$ cat config.mk
export PLATFORM = sky130hd
export DESIGN_NAME = sensor_cond
export DESIGN_NICKNAME = d
export VERILOG_FILES = /design/src/rtl/sensor_cond_pkg.sv /design/src/rtl/sensor_cond_deb.sv /design/src/rtl/sensor_cond.sv
export SDC_FILE = /design/constraint.sdc
export NUM_CORES = 1
export LEC_CHECK = 0
export ABC_AREA = 1
export BUFFER_PORTS_ARGS = -buffer_cell sky130_fd_sc_hd__clkbuf_2
export CAP_MARGIN = 25
export CORE_MARGIN = 8
export CORE_UTILIZATION = 53
export DETAILED_ROUTE_END_ITERATION = 6
export GPL_TIMING_DRIVEN = 0
export PLACE_DENSITY_LB_ADDON = 0.12
export SYNTH_ARGS = -nofsm -noshare
export SYNTH_HDL_FRONTEND = slang
export SYNTH_SLANG_ARGS = --single-unit
$ cat constraint.sdc
create_clock -name clk -period 1.5 [get_ports clk]
set_input_delay 0.375 -clock clk [delete_from_list [all_inputs] [get_ports clk]]
set_output_delay 0.375 -clock clk [all_outputs]
set_load 0.01 [all_outputs]
$ cat src/rtl/sensor_cond_pkg.sv
// Shared constants for the sensor conditioning stage: default sizing,
// channel index names and the debounce counter width helper.
package sensor_cond_pkg;

    localparam int NCH_DEF        = 2;
    localparam int DEB_CYCLES_DEF = 4;
    localparam int CNT_W_DEF      = 8;

    // Channel indices of the two presence sensors feeding the sequencer
    localparam int CH_S1 = 0;
    localparam int CH_S2 = 1;

    // Debounce counter width; a single-cycle debounce still needs one bit
    function automatic int deb_cnt_w(input int cycles);
        return (cycles > 1) ? $clog2(cycles) : 1;
    endfunction

endpackage

$ cat src/rtl/sensor_cond_deb.sv
// Single-channel conditioner: two-flop synchronizer, debounce counter,
// debounced level with rise/fall pulses, and an aborted-attempt event.
module sensor_deb
    import sensor_cond_pkg::*;
#(
    parameter int DEB_CYCLES = DEB_CYCLES_DEF
) (
    input  logic clk,
    input  logic rst_n,
    input  logic s_raw,
    output logic s_clean,
    output logic s_rise,
    output logic s_fall,
    output logic glitch_ev
);

    localparam int CW = deb_cnt_w(DEB_CYCLES);
    localparam logic [CW-1:0] CNT_LAST = CW'(DEB_CYCLES - 1);

    logic          sync_p0;
    logic          sync_p1;
    logic [CW-1:0] cnt;
    logic          mismatch;

    assign mismatch = sync_p1 ^ s_clean;

    // The synchronized input fell back to the accepted level before the
    // attempt completed; driven from registers only, so no input-to-output path.
    assign glitch_ev = !mismatch && (cnt != '0);

    // Synchronize, count persistence of a new level, accept and pulse
    always_ff @(posedge clk) begin
        if (!rst_n) begin
            sync_p0 <= 1'b0;
            sync_p1 <= 1'b0;
            cnt     <= '0;
            s_clean <= 1'b0;
            s_rise  <= 1'b0;
            s_fall  <= 1'b0;
        end else begin
            // --- stage p0/p1: metastability synchronizer ---
            sync_p0 <= s_raw;
            sync_p1 <= sync_p0;
            // --- debounce stage: operates on sync_p1 only ---
            s_rise  <= 1'b0;
            s_fall  <= 1'b0;
            if (mismatch) begin
                if (cnt == CNT_LAST) begin
                    s_clean <= sync_p1;
                    cnt     <= '0;
                    s_rise  <= sync_p1;
                    s_fall  <= !sync_p1;
                end else begin
                    cnt <= cnt + CW'(1);
                end
            end else if (cnt != '0) begin
                cnt <= '0;
            end
        end
    end

endmodule

$ cat src/rtl/sensor_cond.sv
// Input conditioning ahead of the sequencing FSM: one debouncer per sensor
// line plus a shared saturating counter of rejected glitches.
module sensor_cond
    import sensor_cond_pkg::*;
#(
    parameter int NCH        = NCH_DEF,
    parameter int DEB_CYCLES = DEB_CYCLES_DEF,
    parameter int CNT_W      = CNT_W_DEF
) (
    input  logic             clk,
    input  logic             rst_n,
    input  logic [NCH-1:0]   s_raw,
    input  logic             glitch_clr,
    output logic [NCH-1:0]   s_clean,
    output logic [NCH-1:0]   s_rise,
    output logic [NCH-1:0]   s_fall,
    output logic [CNT_W-1:0] glitch_cnt
);

    logic [NCH-1:0] glitch_ev;
    logic           glitch_any;

    // Saturating increment: holds at all-ones instead of wrapping
    function automatic logic [CNT_W-1:0] sat_inc(input logic [CNT_W-1:0] v);
        return (&v) ? v : v + CNT_W'(1);
    endfunction

    for (genvar i = 0; i < NCH; i++) begin : g_ch
        sensor_deb #(
            .DEB_CYCLES (DEB_CYCLES)
        ) u_deb (
            .clk       (clk),
            .rst_n     (rst_n),
            .s_raw     (s_raw[i]),
            .s_clean   (s_clean[i]),
            .s_rise    (s_rise[i]),
            .s_fall    (s_fall[i]),
            .glitch_ev (glitch_ev[i])
        );
    end

    // Simultaneous glitches on several channels count as one event
    assign glitch_any = |glitch_ev;

    // Diagnostic glitch counter; clear wins over a coincident glitch
    always_ff @(posedge clk) begin
        if (!rst_n) begin
            glitch_cnt <= '0;
        end else if (glitch_clr) begin
            glitch_cnt <= '0;
        end else if (glitch_any) begin
            glitch_cnt <= sat_inc(glitch_cnt);
        end
    end

endmodule

==> run summary <==
The max-slew headroom at the worst pin was 0.727. The critical path goes through ha_1 > nand3_2 > clkinv_1 > nand2_2 > nand2_2 > nand2_1 > nand2_1 > nor2_1. In this run, CTS created clock tree buffers numbering 3.

The number of antenna violations at the first check in global routing is 0. The library cell used most frequently in the layout, excluding fill and tap cells, is sky130_fd_sc_hd__nand2_1. The critical path buffer and inverter count works out to 1.

The transition time at the pin with the least slew margin was 409 ps; the worst-path maximum fanout was 10. Vertical extent of the die: 62.4 µm. The family with the most delay on the worst path was simple AND/OR/NAND/NOR gates. The run gives 0 ps as the total negative slack for setup checks. The tools report the synthesized net count as 167.

In this run the clock root is driven by a sky130_fd_sc_hd__clkbuf_4. The maximum buffer depth of the clock tree is 2, and the leakage component of the power is 0.000632 µW. Across the run, the number of max-cap violations was 0. Summed over all nets, the half-perimeter wirelength after detailed placement is 1650 µm.

Setup repair after global routing left no endpoint under its margin. Final clock period utilization by the worst path: 0.920. The critical path is of the register to register type.

Type of origin of the critical path: a register. In the synthesized netlist, the number of instances is 157. TritonCTS built the clock tree. The largest individual stage delay along the critical path comes from the cell sky130_fd_sc_hd__dfxtp_1.

The count of buffers inserted at the top-level ports works out to 17. The ratio of cells with drive above 1 in the final layout works out to 0.236. The worst reg2reg path startpoint was glitch_cnt[0]. The min-delay analysis places its worst path in the category primary input to register.

The placement row count is 16, and the number of hold-repair buffers added at the cts stage is 0. Tracing the worst setup path back leads to its startpoint at glitch_cnt[0]. The maximum resistive drop on vdd is 0.671 mV. The initial core utilization was 0.569.

The count of H-tree levels built during CTS was 1; the count of final hold-check violations was 0. The largest net degree at the start of global routing is 13, and the synthesis-to-layout area growth is 13.7%. Number of warnings reported in the yosys synthesis log: 0. Leaving out fill and tap cells, the most frequent cells in the layout are sky130_fd_sc_hd__nand2_1 (36), sky130_fd_sc_hd__inv_1 (25), sky130_fd_sc_hd__dfxtp_1 (21), sky130_fd_sc_hd__nor2_1 (17), sky130_fd_sc_hd__clkbuf_2 (17). Register area share after synthesis: 0.387.

Clock skew on the completed layout was measured at 3.14 ps. The insertion delay of the later-clocked pin in the worst-skew pair is 310 ps, and the number of nets at the end of the flow is 189. The detailed-route DRC error count is 0. The final number of max-transition violations is 0, and the data required time of the critical path is 1720 ps. The startpoint identified for the worst hold timing path is s_raw[1]. Total power for the finished layout comes to 1080 µW.

The first global-routing pass estimated 3620 µm of wire. After detailed routing, the number of vias per cell comes to 4.82. Measured along the x axis, the die boundary spans 62.4 µm. The register bit count reported by yosys was 22.

19 I/O pins were placed. Data on the critical path arrives at its endpoint at 1600 ps. The overall track demand over capacity in global routing is 0.112.

A synthesized cell averages 7.25 µm². In this run the cell area of the synthesized design comes to 1140 µm². The final critical delay including setup and external delays was 1380 ps; the leftover overflow at the end of global routing was 0. At the end of routability-driven placement, the weighted congestion stood at 0.749.

In this design, the stage delay of the slowest critical-path cell is 440 ps. Dividing the detail-routed wire length by the instance count gives 10.5 µm. The aggregate routed wire length was 2150 µm; the core area was 2000 µm². The number of DRC violations after detailed-routing iteration 0 is 38, and the distinct cell type count of the synthesized netlist is 23.

STA classifies the critical path endpoint as a register. The total number of vias was 988. For the maximum frequency from static timing analysis, the log shows 725 MHz. The tools report the antenna diode instance count as 0.

The die covers 3890 µm². The power density of the placed cells was 831 nW/µm². The number of global-route vias before repair was 967. The logs give 0 for the number of routed nets with antenna violations and 4 for the number of search-and-repair iterations in the first detailed-routing pass.

The run finished with clean final reports. The run gives 22 as the CTS sink count. After clock tree synthesis, the clock-pin slew on the worst setup and hold paths is 120 ps. Total setup violations reported at the end of the flow: 0.
[stage by stage]
stage	hold WS [ps]	worst slack, ps	area (µm²)	util	cells
floorplan	390	240	1140	-	157
global placement	393	185	1260	0.628	201
detailed placement	408	149	1260	0.628	201
CTS	235	112	1290	0.646	205
global route	242	25.1	1290	0.647	205
finish	239	121	1290	0.647	205
[registers in the layout, summed over array words and instances, names as in the netlist]
name,cells
g_ch.u_deb.cnt,4
g_ch.u_deb.s_clean,2
g_ch.u_deb.s_fall,2
g_ch.u_deb.s_rise,2
g_ch.u_deb.sync_p0,2
g_ch.u_deb.sync_p1,2
glitch_cnt,8
[power by group]
group | internal [µW] | switching, µW
logic | 54.1 | 74.2
clock network | 148 | 182
registers | 601 | 16.8
[tightest hold or removal path, delay by kind of cell]
family                 cells  cell delay (ps)
and+or+nand+nor            1               40
buffers and inverters      2              110
[routing by layer]
layer | part of all wire | global-route usage | vias to the layer above
met5 | 0 | 0 | -
met4 | 0.025 | 0.0655 | 0
met3 | 0.049 | 0.0376 | 7
met2 | 0.51 | 0.206 | 15
met1 | 0.41 | 0.106 | 443
li1 | - | - | 523
[cells by family (layout without fill, tap and decap cells)]
kind of cell    after synthesis  count (layout)  share of synthesized area
compound gates               16              16                     0.0791
xor+xnor                      1               1                    0.00769
fa+ha+maj                     5               5                     0.0549
buf+inv                      35              56                      0.153
flops                        22              22                      0.387
simple gates                 78              78                      0.319
[synthesized netlist by cell type]
cell type,instances,area [µm²]
sky130_fd_sc_hd__nand3b_1,2,15.0
sky130_fd_sc_hd__nand2_2,3,18.8
sky130_fd_sc_hd__inv_1,25,93.8
sky130_fd_sc_hd__a21oi_2,1,8.76
sky130_fd_sc_hd__o21ai_2,1,8.76
sky130_fd_sc_hd__nor2_2,1,6.26
sky130_fd_sc_hd__nor3_2,1,10.0
sky130_fd_sc_hd__ha_1,5,62.6
sky130_fd_sc_hd__nand4_1,2,12.5
sky130_fd_sc_hd__o21ai_0,5,25.0
sky130_fd_sc_hd__inv_2,1,3.75
sky130_fd_sc_hd__nand2_1,36,135
sky130_fd_sc_hd__buf_4,7,52.6
sky130_fd_sc_hd__a21oi_1,8,40.0
sky130_fd_sc_hd__clkinv_1,1,3.75
sky130_fd_sc_hd__o211ai_1,1,7.51
sky130_fd_sc_hd__buf_12,1,20.0
sky130_fd_sc_hd__xnor2_1,1,8.76
sky130_fd_sc_hd__nand3_2,3,30.0
sky130_fd_sc_hd__dfxtp_1,22,440
sky130_fd_sc_hd__nor2_1,17,63.8
sky130_fd_sc_hd__nand3_1,12,60.1
sky130_fd_sc_hd__nand2_4,1,11.3
[worst paths after layout]
path | endpoint | slack [ps] | depth (start not counted)
max | glitch_cnt[3] | 120 | 8
min | g_ch[1].u_deb.sync_p0 | 240 | 3
max reg2reg | glitch_cnt[3] | 120 | 8
min reg2reg | g_ch[0].u_deb.sync_p1 | 430 | 2
[final cells by class]
| type | count | area, µm² |
|---|---|---|
| Buffer | 8 | 72.6 |
| Clock buffer | 4 | 36.3 |
| Tap cell | 27 | 33.8 |
| Sequential cell | 22 | 442 |
| Fill cell | 195 | 707 |
| Timing Repair Buffer | 17 | 85.1 |
| Inverter | 27 | 101 |
| Multi-Input combinational cell | 100 | 524 |
[timing repair]
| action | 4_1_cts | 5_1_grt |
|---|---|---|
| resized for setup | 0 | 1 |
| setup buffers | 0 | 0 |
| endpoints found under the setup margin | 0 | 1 |
Power figures use the tool's default switching activity.
